`config.mk`:
```
export PLATFORM = sky130hd
export DESIGN_NAME = nios2_frame_reader
export DESIGN_NICKNAME = d
export VERILOG_FILES = /design/src/rtl/nios2_frame_reader_pkg.sv /design/src/rtl/nios2_frame_fifo.sv /design/src/rtl/nios2_frame_reader.sv
export SDC_FILE = /design/constraint.sdc
export NUM_CORES = 1
export LEC_CHECK = 0
export ABC_AREA = 1
export BUFFER_PORTS_ARGS = -buffer_cell sky130_fd_sc_hd__buf_4
export CELL_PAD_IN_SITES_DETAIL_PLACEMENT = 0
export CELL_PAD_IN_SITES_GLOBAL_PLACEMENT = 1
export CORE_UTILIZATION = 50
export CTS_BUF_LIST = sky130_fd_sc_hd__clkbuf_4
export DETAILED_ROUTE_END_ITERATION = 16
export PLACE_DENSITY = 0.92
export SYNTH_ARGS = -nofsm -noshare
export SYNTH_HDL_FRONTEND = slang
export SYNTH_SLANG_ARGS = --single-unit
```
`constraint.sdc`:
```
create_clock -name clk -period 5.1 [get_ports clk]
set_clock_uncertainty 0.1 [all_clocks]
set_input_delay 0.51 -clock clk [delete_from_list [all_inputs] [get_ports clk]]
set_output_delay 0.51 -clock clk [all_outputs]
set_load 0.02 [all_outputs]
```
`src/rtl/nios2_frame_reader_pkg.sv`:
```
// Shared types and constants for the frame reader and its return FIFO.
package nios2_frame_reader_pkg;

    typedef enum logic [1:0] {
        S_IDLE  = 2'd0,
        S_RUN   = 2'd1,
        S_DRAIN = 2'd2
    } state_e;

    localparam int unsigned DEF_ADDR_W = 17;
    localparam int unsigned DEF_DATA_W = 32;

    // Every read fetches a full word.
    localparam logic [3:0] BYTEENABLE_ALL = 4'hF;

    // Width of a counter that spans 0..n-1, never narrower than one bit.
    function automatic int unsigned idx_width(input int unsigned n);
        return (n <= 2) ? 1 : $clog2(n);
    endfunction

endpackage

```
`src/rtl/nios2_frame_fifo.sv`:
```
// Synchronous first-word-fall-through FIFO holding read returns until the
// stream accepts them. The head word is visible whenever the FIFO is not empty.
module nios2_frame_fifo
    import nios2_frame_reader_pkg::*;
#(
    parameter int unsigned WIDTH = DEF_DATA_W,
    parameter int unsigned DEPTH = 8
) (
    input  logic                       clk,
    input  logic                       rst,
    input  logic                       push_i,
    input  logic [WIDTH-1:0]           push_data_i,
    input  logic                       pop_i,
    output logic [WIDTH-1:0]           head_o,
    output logic                       full_o,
    output logic                       empty_o,
    output logic [$clog2(DEPTH):0]     count_o
);

    localparam int unsigned PTR_W = $clog2(DEPTH);

    logic [WIDTH-1:0] mem_q [DEPTH];
    logic [PTR_W:0]   wr_ptr_q;
    logic [PTR_W:0]   rd_ptr_q;
    logic             do_push;
    logic             do_pop;

    // Extra pointer bit separates full from empty when the indices match.
    assign empty_o = (wr_ptr_q == rd_ptr_q);
    assign full_o  = (wr_ptr_q[PTR_W] != rd_ptr_q[PTR_W]) &&
                     (wr_ptr_q[PTR_W-1:0] == rd_ptr_q[PTR_W-1:0]);
    assign count_o = wr_ptr_q - rd_ptr_q;
    assign head_o  = mem_q[rd_ptr_q[PTR_W-1:0]];

    // A pop frees the slot in the same cycle, so push+pop on a full FIFO both happen.
    assign do_pop  = pop_i & ~empty_o;
    assign do_push = push_i & (~full_o | do_pop);

    // Pointer registers.
    always_ff @(posedge clk or posedge rst) begin
        if (rst) begin
            wr_ptr_q <= '0;
            rd_ptr_q <= '0;
        end else begin
            if (do_push) wr_ptr_q <= wr_ptr_q + 1'b1;
            if (do_pop)  rd_ptr_q <= rd_ptr_q + 1'b1;
        end
    end

    // Storage array; contents need no reset since the pointers gate visibility.
    always_ff @(posedge clk) begin
        if (do_push) mem_q[wr_ptr_q[PTR_W-1:0]] <= push_data_i;
    end

endmodule

```
`src/rtl/nios2_frame_reader.sv`:
```
// Avalon-MM read master that fetches a frame of words from the frame memory
// and replays them as a packetised valid/ready stream. Outstanding reads are
// limited by credits so every return always has a FIFO slot waiting for it.
module nios2_frame_reader
    import nios2_frame_reader_pkg::*;
#(
    parameter int unsigned ADDR_W     = DEF_ADDR_W,
    parameter int unsigned NUM_WORDS  = 76800,
    parameter int unsigned BASE_ADDR  = 0,
    parameter int unsigned DATA_W     = DEF_DATA_W,
    parameter int unsigned FIFO_DEPTH = 8
) (
    input  logic              clk,
    input  logic              reset,
    input  logic              start,
    input  logic              continuous,
    output logic              busy,
    output logic              frame_done,
    output logic [ADDR_W-1:0] avm_address,
    output logic              avm_read,
    output logic [3:0]        avm_byteenable,
    input  logic              avm_waitrequest,
    input  logic [DATA_W-1:0] avm_readdata,
    input  logic              avm_readdatavalid,
    output logic [DATA_W-1:0] src_data,
    output logic              src_valid,
    input  logic              src_ready,
    output logic              src_sop,
    output logic              src_eop
);

    localparam int unsigned      IDX_W    = idx_width(NUM_WORDS);
    localparam int unsigned      CRED_W   = $clog2(FIFO_DEPTH) + 1;
    localparam logic [IDX_W-1:0] LAST_IDX = IDX_W'(NUM_WORDS - 1);
    localparam logic [ADDR_W-1:0] BASE    = ADDR_W'(BASE_ADDR);
    localparam logic [CRED_W-1:0] CRED_MAX = CRED_W'(FIFO_DEPTH);

    state_e            state_q, state_d;
    logic [ADDR_W-1:0] addr_q, addr_d;
    logic [IDX_W-1:0]  rd_idx_q, rd_idx_d;
    logic [IDX_W-1:0]  out_idx_q, out_idx_d;
    logic [CRED_W-1:0] credits_q, credits_d;
    logic              frame_done_q, frame_done_d;

    logic              rd_accept;
    logic              pop;
    logic              fifo_push;
    logic              fifo_full;
    logic              fifo_empty;
    logic [CRED_W-1:0] fifo_count;

    // Credits cover reads in flight plus FIFO occupancy, so a request only
    // issues when a slot is guaranteed for its return.
    assign avm_read       = (state_q == S_RUN) && (credits_q < CRED_MAX);
    assign avm_address    = addr_q;
    assign avm_byteenable = BYTEENABLE_ALL;
    assign rd_accept      = avm_read & ~avm_waitrequest;

    // Returns are only accepted while a credit is held for an in-flight read;
    // anything arriving after a reset finds no credit and is dropped.
    assign fifo_push  = avm_readdatavalid && (credits_q > fifo_count);

    assign src_valid  = ~fifo_empty;
    assign pop        = src_valid & src_ready;
    assign src_sop    = src_valid && (out_idx_q == '0);
    assign src_eop    = src_valid && (out_idx_q == LAST_IDX);
    assign busy       = (state_q != S_IDLE);
    assign frame_done = frame_done_q;

    nios2_frame_fifo #(
        .WIDTH (DATA_W),
        .DEPTH (FIFO_DEPTH)
    ) u_fifo (
        .clk         (clk),
        .rst         (reset),
        .push_i      (fifo_push),
        .push_data_i (avm_readdata),
        .pop_i       (pop),
        .head_o      (src_data),
        .full_o      (fifo_full),
        .empty_o     (fifo_empty),
        .count_o     (fifo_count)
    );

    // State, read-pointer, stream-index and credit registers.
    always_ff @(posedge clk or posedge reset) begin
        if (reset) begin
            state_q      <= S_IDLE;
            addr_q       <= BASE;
            rd_idx_q     <= '0;
            out_idx_q    <= '0;
            credits_q    <= '0;
            frame_done_q <= 1'b0;
        end else begin
            state_q      <= state_d;
            addr_q       <= addr_d;
            rd_idx_q     <= rd_idx_d;
            out_idx_q    <= out_idx_d;
            credits_q    <= credits_d;
            frame_done_q <= frame_done_d;
        end
    end

    // Next-state logic: address and index only move on an accepted read.
    always_comb begin
        state_d  = state_q;
        addr_d   = addr_q;
        rd_idx_d = rd_idx_q;
        case (state_q)
            S_IDLE: begin
                if (start) begin
                    state_d  = S_RUN;
                    addr_d   = BASE;
                    rd_idx_d = '0;
                end
            end
            S_RUN: begin
                if (rd_accept) begin
                    if (rd_idx_q == LAST_IDX) begin
                        if (continuous) begin
                            addr_d   = BASE;
                            rd_idx_d = '0;
                        end else begin
                            state_d = S_DRAIN;
                        end
                    end else begin
                        addr_d   = addr_q + ADDR_W'(1);
                        rd_idx_d = rd_idx_q + IDX_W'(1);
                    end
                end
            end
            S_DRAIN: begin
                if ((credits_q == '0) && fifo_empty) state_d = S_IDLE;
            end
            default: state_d = S_IDLE;
        endcase
    end

    // Credit accounting, output word index and end-of-frame pulse.
    always_comb begin
        credits_d    = credits_q;
        out_idx_d    = out_idx_q;
        frame_done_d = pop & src_eop;
        case ({rd_accept, pop})
            2'b10:   credits_d = credits_q + CRED_W'(1);
            2'b01:   credits_d = credits_q - CRED_W'(1);
            default: credits_d = credits_q;
        endcase
        if (pop) begin
            out_idx_d = (out_idx_q == LAST_IDX) ? '0 : out_idx_q + IDX_W'(1);
        end
    end

    a_no_overflow: assert property (@(posedge clk) disable iff (reset) !(fifo_push && fifo_full));
    a_credit_cap:  assert property (@(posedge clk) disable iff (reset) credits_q <= CRED_MAX);

endmodule

```
**Yosys cells after proc, flatten, opt, wreduce, memory -nomap -nowiden**

Memories as Yosys holds them, arrays and structs flattened.
Index checks and enable logic that the tools add are counted.

- Bits in registers: 66
- Memory bits (writable): 256
- Input port bits: 39
- Output and inout bits: 59
- Word-level logic and storage cells: 75
- Memories kept: 1

Memories:

| memory | words | width | read ports | clocked after memory_dff | wr ports | RTL line | source |
|---|---|---|---|---|---|---|---|
| u_fifo.mem_q | 8 | 32 | 1 | 0 | 1 | nios2_frame_fifo.sv:22 | `logic [WIDTH-1:0] mem_q [DEPTH];` |

- $add $sub $neg: 8
- Magnitude comparators: 2
- Eq/ne operators: 15
- Mux-type cells: 18
- Bitwise gates (word level): 9
- Reductions and logical operators: 14

Operators with widths:

| kind | count |
|---|---|
| 17-bit two-way mux | 7 |
| 17-bit case mux with 2 select lines | 2 |
| 17-bit by 1-bit adder with 17-bit output (second input constant) | 3 |
| 17-bit == test (second input constant) | 2 |
| 17-bit zero test | 1 |
| 4-bit by 1-bit adder with 4-bit output (second input constant) | 3 |
| 2-bit two-way mux | 5 |
| 2-bit inequality test (second input constant) | 4 |
| 4-bit case mux with 2 select lines | 1 |
| 1-bit logical AND | 6 |
| 2-bit case mux with 3 select lines | 1 |
| 2-bit nonzero test | 3 |
| 1-bit bitwise AND | 5 |
| 5-bit AND reduction | 1 |
| 2-bit by 1-bit == test with 1-bit output (second input constant) | 2 |
| 2-bit == test (second input constant) | 2 |
| 4-bit == test | 1 |
| 4-bit > comparator | 1 |
| 4-bit zero test | 1 |
| 4-bit less-than comparator (second input constant) | 1 |
| 4-bit AND reduction | 1 |
| 4-bit by 1-bit subtractor with 4-bit output (second input constant) | 1 |
| 4-bit subtractor | 1 |
| 3-bit == test | 1 |
| other kinds (7) | 10 |

**Logic depth before layout (Yosys ltp)**

Gate-level depths: netlist (run 1).

- Depth after elaboration: 8
- Gate-level depth with buffers: 17
- Depth with buffers taken out: 15

**Modules after synthesis**

From an unflattened synthesis (run 1), not the netlist that was laid out.

- Cell total of the unflattened synthesis: 1,495
- Area, all modules: 14,585.2 sq um

Modules (own cells, without submodules):

| module | times used | cells each | area an instance (sq um) | seq. area each (sq um) |
|---|---|---|---|---|
| nios2_frame_fifo | 1 | 947 | 10,802.9 | 7,887.6 |
| nios2_frame_reader | 1 | 548 | 3,782.4 | 1,451.4 |

**Least setup slack after synthesis (run 1)**

Ideal clock, no wire load.

- Kind: reg2reg
- Start point: register u_fifo.rd_ptr_q[2]
- End point: memory u_fifo.mem_q[0][0] (netlist bit) (enable)
- Library setup time: 0.421 ns
- Data arrival time: 3.889 ns
- Required time: 4.579 ns
- Setup slack: 0.690 ns
- Stages on the path, launching flop included: 15
- Path buffers: 2
- Period minus slack after synthesis: 4.410 ns
- Path through: dfrtp_1 -> clkbuf_1 -> clkinv_1 -> clkbuf_1 -> ha_1 -> a21oi_1 -> o21ai_0 -> xor2_1 -> ha_1 -> nand2_1 -> o21ai_0 -> nand3_1 -> inv_1 -> nand2_1 -> nor2_1

- Cells in the longest elaborated chain, start to end: 8
- Elaborated cells on any way between the ends: 14
- Classes of those cells: add/sub: 1; order compare: 1; eq/ne: 2; mux: 2; bitwise: 6; reduce/logical: 2

RTL lines:

| item | RTL line | source |
|---|---|---|
| start: declaration | nios2_frame_fifo.sv:24 | `logic [PTR_W:0] rd_ptr_q;` |
| start signal: assignment | nios2_frame_fifo.sv:46 | `if (do_pop) rd_ptr_q <= rd_ptr_q + 1'b1;` |
| parallel branches: the longest is 5 deep, another holds 4-bit subtractor | -- |  |
| 1-bit bitwise AND (*) | nios2_frame_fifo.sv:37 | `assign do_push = push_i & (~full_o \| do_pop);` |
| 1-bit two-way mux (*) | nios2_frame_fifo.sv:52 | `if (do_push) mem_q[wr_ptr_q[PTR_W-1:0]] <= push_data_i;` |
| 1-bit two-way mux (implied by the code) (*) | nios2_frame_fifo.sv:52 |  |
| end: declaration | nios2_frame_fifo.sv:22 |  |

Every way passes the cells marked *.

**Worst setup path in the final report (run 1)**

- Start point: register u_fifo.rd_ptr_q[0]
- End point: output src_data[1]

- Cells in the longest elaborated chain, start to end: 1

RTL lines:

| item | RTL line | source |
|---|---|---|
| memory read 8 x 32 bit | -- |  |
| end: declaration | nios2_frame_reader.sv:25 | `output logic [DATA_W-1:0] src_data,` |

No other way between the ends.

==> results of run 1 <==
-- area by class of cell --
class	count	area share, %
Tap cell	378	2.86
Timing Repair Buffer	146	7.15
Clock inverter	34	1.09
Inverter	64	1.47
Multi-Input combinational cell	865	25.6
Clock buffer	118	5.35
Antenna cell	1	0.0151
Sequential cell	322	56.5
-- synthesized netlist by cell type (2+ instances only) --
master	number	share of area, %
buf_2	18	0.64
nand2_4	2	0.16
inv_2	2	0.053
buf_1	4	0.11
buf_6	2	0.16
nand3_1	43	1.5
inv_1	60	1.6
nor2_1	199	5.3
nor2_2	3	0.13
a21oi_1	5	0.18
o21ai_0	153	5.4
o21ai_1	6	0.21
nor4_1	4	0.18
buf_4	9	0.48
edfxtp_1	256	55
o22ai_1	64	2.8
nand3_2	2	0.14
dfrtp_1	66	12
nor3_1	8	0.28
xnor2_1	12	0.75
clkbuf_1	31	0.83
xor2_1	27	1.7
fa_1	2	0.28
ha_1	16	1.4
nand4_1	14	0.62
nand2_1	294	7.8
-- critical path, cell delays in order (launching register included) --
cell	delay [ns]
dfrtp_4	0.61
buf_4	0.81
clkinv_2	0.14
buf_4	0.39
o21ai_0	0.29
o22ai_1	0.10
nand2_1	0.07
nand2_1	0.10
buf_4	0.18
-- routing by layer --
layer | share of wire (%) | up-vias
met1 | 43 | 4868
met2 | 49 | 310
met5 | 0 | -
met4 | 2.0 | 0
met3 | 6.2 | 59
li1 | - | 4922
-- registers in the layout, indices dropped and copies added, names as in the netlist --
register / cells
avm_address: 17
credits_q: 4
frame_done: 1
out_idx_q: 17
rd_idx_q: 17
state_q: 2
u_fifo.mem_q: 256
u_fifo.rd_ptr_q: 4
u_fifo.wr_ptr_q: 4
-- metrics by stage --
step / power [mW] / instances
final: 9.53 / 1928
after global placement: 7.31 / 1740
after global routing: 10.2 / 1928
after floorplan: 6.10 / 1316
after CTS: 9.61 / 1927
after detailed placement: 7.39 / 1740
-- what timing repair did --
item	CTS	global route
endpoints found under the setup margin	0	0
hold buffers	35	0
endpoints found under the hold margin	284	0
-- kinds of logic after synthesis --
logic type                 Yosys count  share of synthesized area [%]
other                                1                         0.0267
and+or+nand+nor                    575                           16.7
AOI/OAI and AO/OA                  229                           8.74
xor gates and xnor gates            39                           2.43
buffers and inverters              129                           3.97
DFF                                322                           66.4
adders and majority gates           18                           1.71
-- path summary, 6_finish.rpt --
kind,start,end,cells past startpoint
worst max-delay path,u_fifo.rd_ptr_q[0],src_data[1],8
worst min-delay path,continuous,state_q[1],4
worst max register to register,u_fifo.rd_ptr_q[0],u_fifo.mem_q[4][20],14
worst min register to register,out_idx_q[15],out_idx_q[15],2
max in group asynchronous,reset,u_fifo.rd_ptr_q[0],4
min in group asynchronous,reset,state_q[1],3
-- power groups by stage --
stage	combinational (mW)	clock (mW)	sequential, mW
2_1_floorplan	2.42	0	3.68
3_3_place_gp	3.61	0	3.71
3_5_place_dp	3.67	0	3.72
4_1_cts	3.71	2.22	3.67
5_1_grt	4.11	2.35	3.73
6_report	3.68	2.17	3.68
==> results_dict.tcl, run 1 <==
set metrics [dict create \
    maxSlewHeadroom_pct 31.5 \
    drv_cap 0 \
    drt_iter0_markers 819 \
    seqCellArea_um2 9340 \
    final_cell_mix "294 x nand2_1, 256 x edfxtp_1, 191 x nor2_1" \
    vias_per_cell 5.27 \
    worst_slack_ns 0.987 \
    routed_wl_um 31300 \
    critPathLaunchType "flip-flop" \
    clock_latency_ns 0.71 \
    gr-total-overflow 0 \
    die_area_um2 28800 \
    synth-seq-area-share_pct 66.4 \
    cp.arrival_ns 3.50 \
    grt_max_degree 105 \
    gp_congestion 0.849 \
    drive_gt1_share_pct 17.4 \
    cts_setup_buffers 0 \
    drv_slew 0 \
    grt_first_pass_wirelength_um 49800 \
    multi_input_area_um2 4240 \
    rsz0062_at_grt "false" \
    root_buffer "clkbuf_4" \
    r2r_slack_ns 1.18 \
    yosysUniqueCellTypes 37 \
    postPlaceCellArea_um2 15100 \
    drc 0 \
    dieHeight_um 170 \
    dr.pass1.iters 7 \
    synth_ff_type "edfxtp_1" \
    postSynthCellCount 1313 \
    setup_tns_ns 0 \
    syn_area_um2 14100 \
    synth_area_per_cell_um2 10.7 \
    dpl.hpwl_um 17100 \
    crit_type "reg -> out" \
    wl_per_cell_um 16.2 \
    p_switching_mw 3.84 \
    fillCellCount 2255 \
    cts_max_level 3 \
    finalSetupViolCount 0 \
    use_met1_pct 28.7 \
    busiest_layer "met2" \
    final_core_util_pct 59.7 \
    combPwrFrac_pct 38.6 \
    antenna_found_initial 1 \
    nNetsFinal 1540 \
    period_minus_slack_ns 4.11 \
    p_seq_share_pct 38.6 \
    vias 10159 \
    cp-end-kind "output pin" \
    clock_path_buffers 3 \
    dieWidth_um 170 \
    clock-sinks 322 \
    critPathRequiredTime_ns 4.49 \
    hold_viol_final 0 \
    max_freq_mhz 243 \
    grt_pass1_vias 9914 \
    final_antenna_net_count 0 \
    dp_slack_ns 1.12 \
    ir_drop_mv 0.432 \
    async_flop_share_pct 20.5 \
    p_leak_nw 6.53 \
    final_area_um2 16500 \
    min_path_type "in -> reg" \
    portBuffers 93 \
    final_common_cell "nand2_1" \
    cts_buffers 84 \
    swShare_pct 40.3 \
    post_cts_resized 0 \
    synth_edf_count 256 \
    std_cell_rows 61 \
    worst-path-max-fanout 104 \
    path_clk_slew_ns 0.07 \
    powerDensity_nw_per_um2 576 \
    core_um2 27700 \
    fin_crit_sh_pct 80.6 \
    hold_slack_ns 0.0505 \
    worst_pin_slew_ns 1.03 \
    clockPowerShare_pct 22.8 \
    ys_seq_elements 322 \
    outcome "completed" \
    p_int_mw 5.69 \
    ys_warn_count 0 \
    io_pins 98 \
    use_met2_pct 36.5 \
    start_util_pct 50.8 \
    grtUsageMet3_pct 5.13 \
    area_delta_synth_final_pct 17.7 \
    grt_usage_pct 22.2 \
    cts_tree "yes" \
]
(Power assumes the default switching activity.)
==> run 2, diff against run 1 <==
==> constraint.sdc (replaced) <==
create_clock -name clk -period 4.2 [get_ports clk]
set_clock_uncertainty 0.1 [all_clocks]
set_input_delay 0.42 -clock clk [delete_from_list [all_inputs] [get_ports clk]]
set_output_delay 0.42 -clock clk [all_outputs]
set_load 0.02 [all_outputs]
==> results_dict.tcl, run 2 (synthesis results as in run 1) <==
set metrics [dict create \
    final_antenna_net_count 0 \
    clock_latency_ns 0.70 \
    gr-total-overflow 0 \
    clock-sinks 322 \
    antenna_found_initial 1 \
    worst_pin_slew_ns 0.836 \
    dpl.hpwl_um 17700 \
    dr.pass1.iters 5 \
    final_common_cell "nand2_1" \
    final_area_um2 16600 \
    period_minus_slack_ns 3.67 \
    drv_slew 0 \
    drt_iter0_markers 791 \
    crit_buf_inv 6 \
    fin_crit_sh_pct 87.4 \
    cp_top_family "simple AND/OR/NAND/NOR gates" \
    area_delta_synth_final_pct 17.8 \
    timing.critical_path.mode_cell "inv_1" \
    slowest_stage "nor2_4" \
    cp-end-kind "flip-flop" \
    cts_max_level 3 \
    io_pins 98 \
    worstPathCellList "inv_1 -> ha_1 -> inv_1 -> fa_1 -> inv_1 -> ha_1 -> inv_1 -> nor2_1 -> nor2_1 -> o21ai_0 -> nand3_1 -> inv_1 -> nand2_1 -> nor2_4 -> buf_12" \
    critical_path_depth 15 \
    root_buffer "clkbuf_4" \
    drc 0 \
    grt_pass1_vias 10189 \
    vias_per_cell 5.31 \
    fillCellCount 2258 \
    largest_reg_flops 256 \
    gp_congestion 0.821 \
    max_freq_mhz 272 \
    min_path_type "in -> reg" \
    crit_type "reg -> reg" \
    powerDensity_nw_per_um2 692 \
    hold_viol_final 0 \
    die_area_um2 28800 \
    dieHeight_um 170 \
    cts_tree "yes" \
    vias 10201 \
    grt_max_degree 81 \
    portBuffers 93 \
    start_util_pct 50.8 \
    nNetsFinal 1541 \
    cts_setup_buffers 0 \
    std_cell_rows 61 \
    cp.arrival_ns 3.95 \
    clock_path_buffers 3 \
    whs_path_depth 5 \
    dieWidth_um 170 \
    reg2reg_depth 15 \
    maxSlewHeadroom_pct 44.2 \
    ir_drop_mv 0.509 \
    core_um2 27700 \
    rsz0062_at_grt "false" \
    path_clk_slew_ns 0.06 \
    drive_gt1_share_pct 16.5 \
    grt_first_pass_wirelength_um 50200 \
    wl_per_cell_um 16.0 \
    final_core_util_pct 59.8 \
    worst-path-max-fanout 18 \
    critPathRequiredTime_ns 4.48 \
    grt_usage_pct 22.1 \
    outcome "completed" \
    final_cell_mix "294 x nand2_1, 256 x edfxtp_1, 191 x nor2_1" \
    p_leak_nw 6.49 \
    cts_buffers 82 \
    finalSetupViolCount 0 \
    postPlaceCellArea_um2 15200 \
    routed_wl_um 30700 \
    cp_slowest_stage_delay_ns 0.52 \
    drv_cap 0 \
    critPathLaunchType "flip-flop" \
]
run 2: cell count changes in the layout (fill, tap and decap cells not counted), moves of 2 or more:
| cell | before | now |
|---|---|---|
| clkbuf_4 | 118 | 110 |
| buf_12 | 0 | 7 |
| clkinv_2 | 8 | 1 |
| buf_4 | 111 | 105 |
| clkinv_1 | 22 | 27 |
| clkinvlp_4 | 0 | 3 |
| clkinv_8 | 2 | 0 |
| diode_2 | 1 | 3 |
| dlygate4sd3_1 | 35 | 37 |
run 2: path summary, 6_finish.rpt:
check                                   startpoint            endpoint  slack (ns)
worst max-delay path            u_fifo.wr_ptr_q[0]  u_fifo.mem_q[4][0]        0.53
worst min-delay path                     src_ready  u_fifo.rd_ptr_q[3]        0.16
worst max register to register  u_fifo.wr_ptr_q[0]  u_fifo.mem_q[4][0]        0.53
worst min register to register       out_idx_q[15]       out_idx_q[15]        0.40
max in group asynchronous                    reset  u_fifo.rd_ptr_q[0]        2.69
min in group asynchronous                    reset          state_q[0]        0.36
run 2: worst min-delay path: cells and delay by family:
kind | cells | cell delay, ns
buffers and inverters | 2 | 0.30
AND/OR/NAND/NOR | 3 | 0.19
run 2: stage by stage:
step	hold WS (ns)	setup WS, ns	cells	power [mW]	setup TNS (ns)
finish	0.163	0.530	1922	11.5	0
global route	0.176	0.205	1922	12.3	0
CTS	0.113	0.232	1919	11.5	0
detailed placement	0.388	0.522	1741	9.02	0
global placement	0.391	0.578	1741	8.89	0
floorplan	0.372	-0.210	1316	7.42	-26.87
run 2: per-layer routing:
layer,up-vias,track usage [%],part of all wire (%)
met5,-,0,0
met4,0,8.93,2.1
met3,61,4.43,5.6
met2,320,36.3,48
met1,4899,28.8,44
li1,4921,-,-
run 2: final cells by class:
| type | count | area (um2) | area share, % |
|---|---|---|---|
| flip-flops and latches | 322 | 9340 | 56.4 |
| multi-input cells | 865 | 4240 | 25.6 |
| repair buffers | 149 | 1300 | 7.84 |
| clock buffers | 110 | 826 | 4.98 |
| well taps | 378 | 473 | 2.85 |
| inverters | 64 | 244 | 1.47 |
| clock inverters | 31 | 143 | 0.861 |
| diodes | 3 | 7.51 | 0.0453 |
run 2: where the power goes:
group / total [mW] / switching, mW / internal, mW / leakage [nW]
logic: 4.56 / 3.03 / 1.53 / 2.75
clock network: 2.48 / 1.26 / 1.23 / 0.559
registers: 4.42 / 0.306 / 4.12 / 3.17
run 2: timing repair:
| item | in CTS | in global routing |
|---|---|---|
| endpoints found under the setup margin | 0 | 2 |
| gates resized for setup | 0 | 1 |
| hold buffers | 37 | 0 |
| hold endpoints to repair | 295 | 0 |
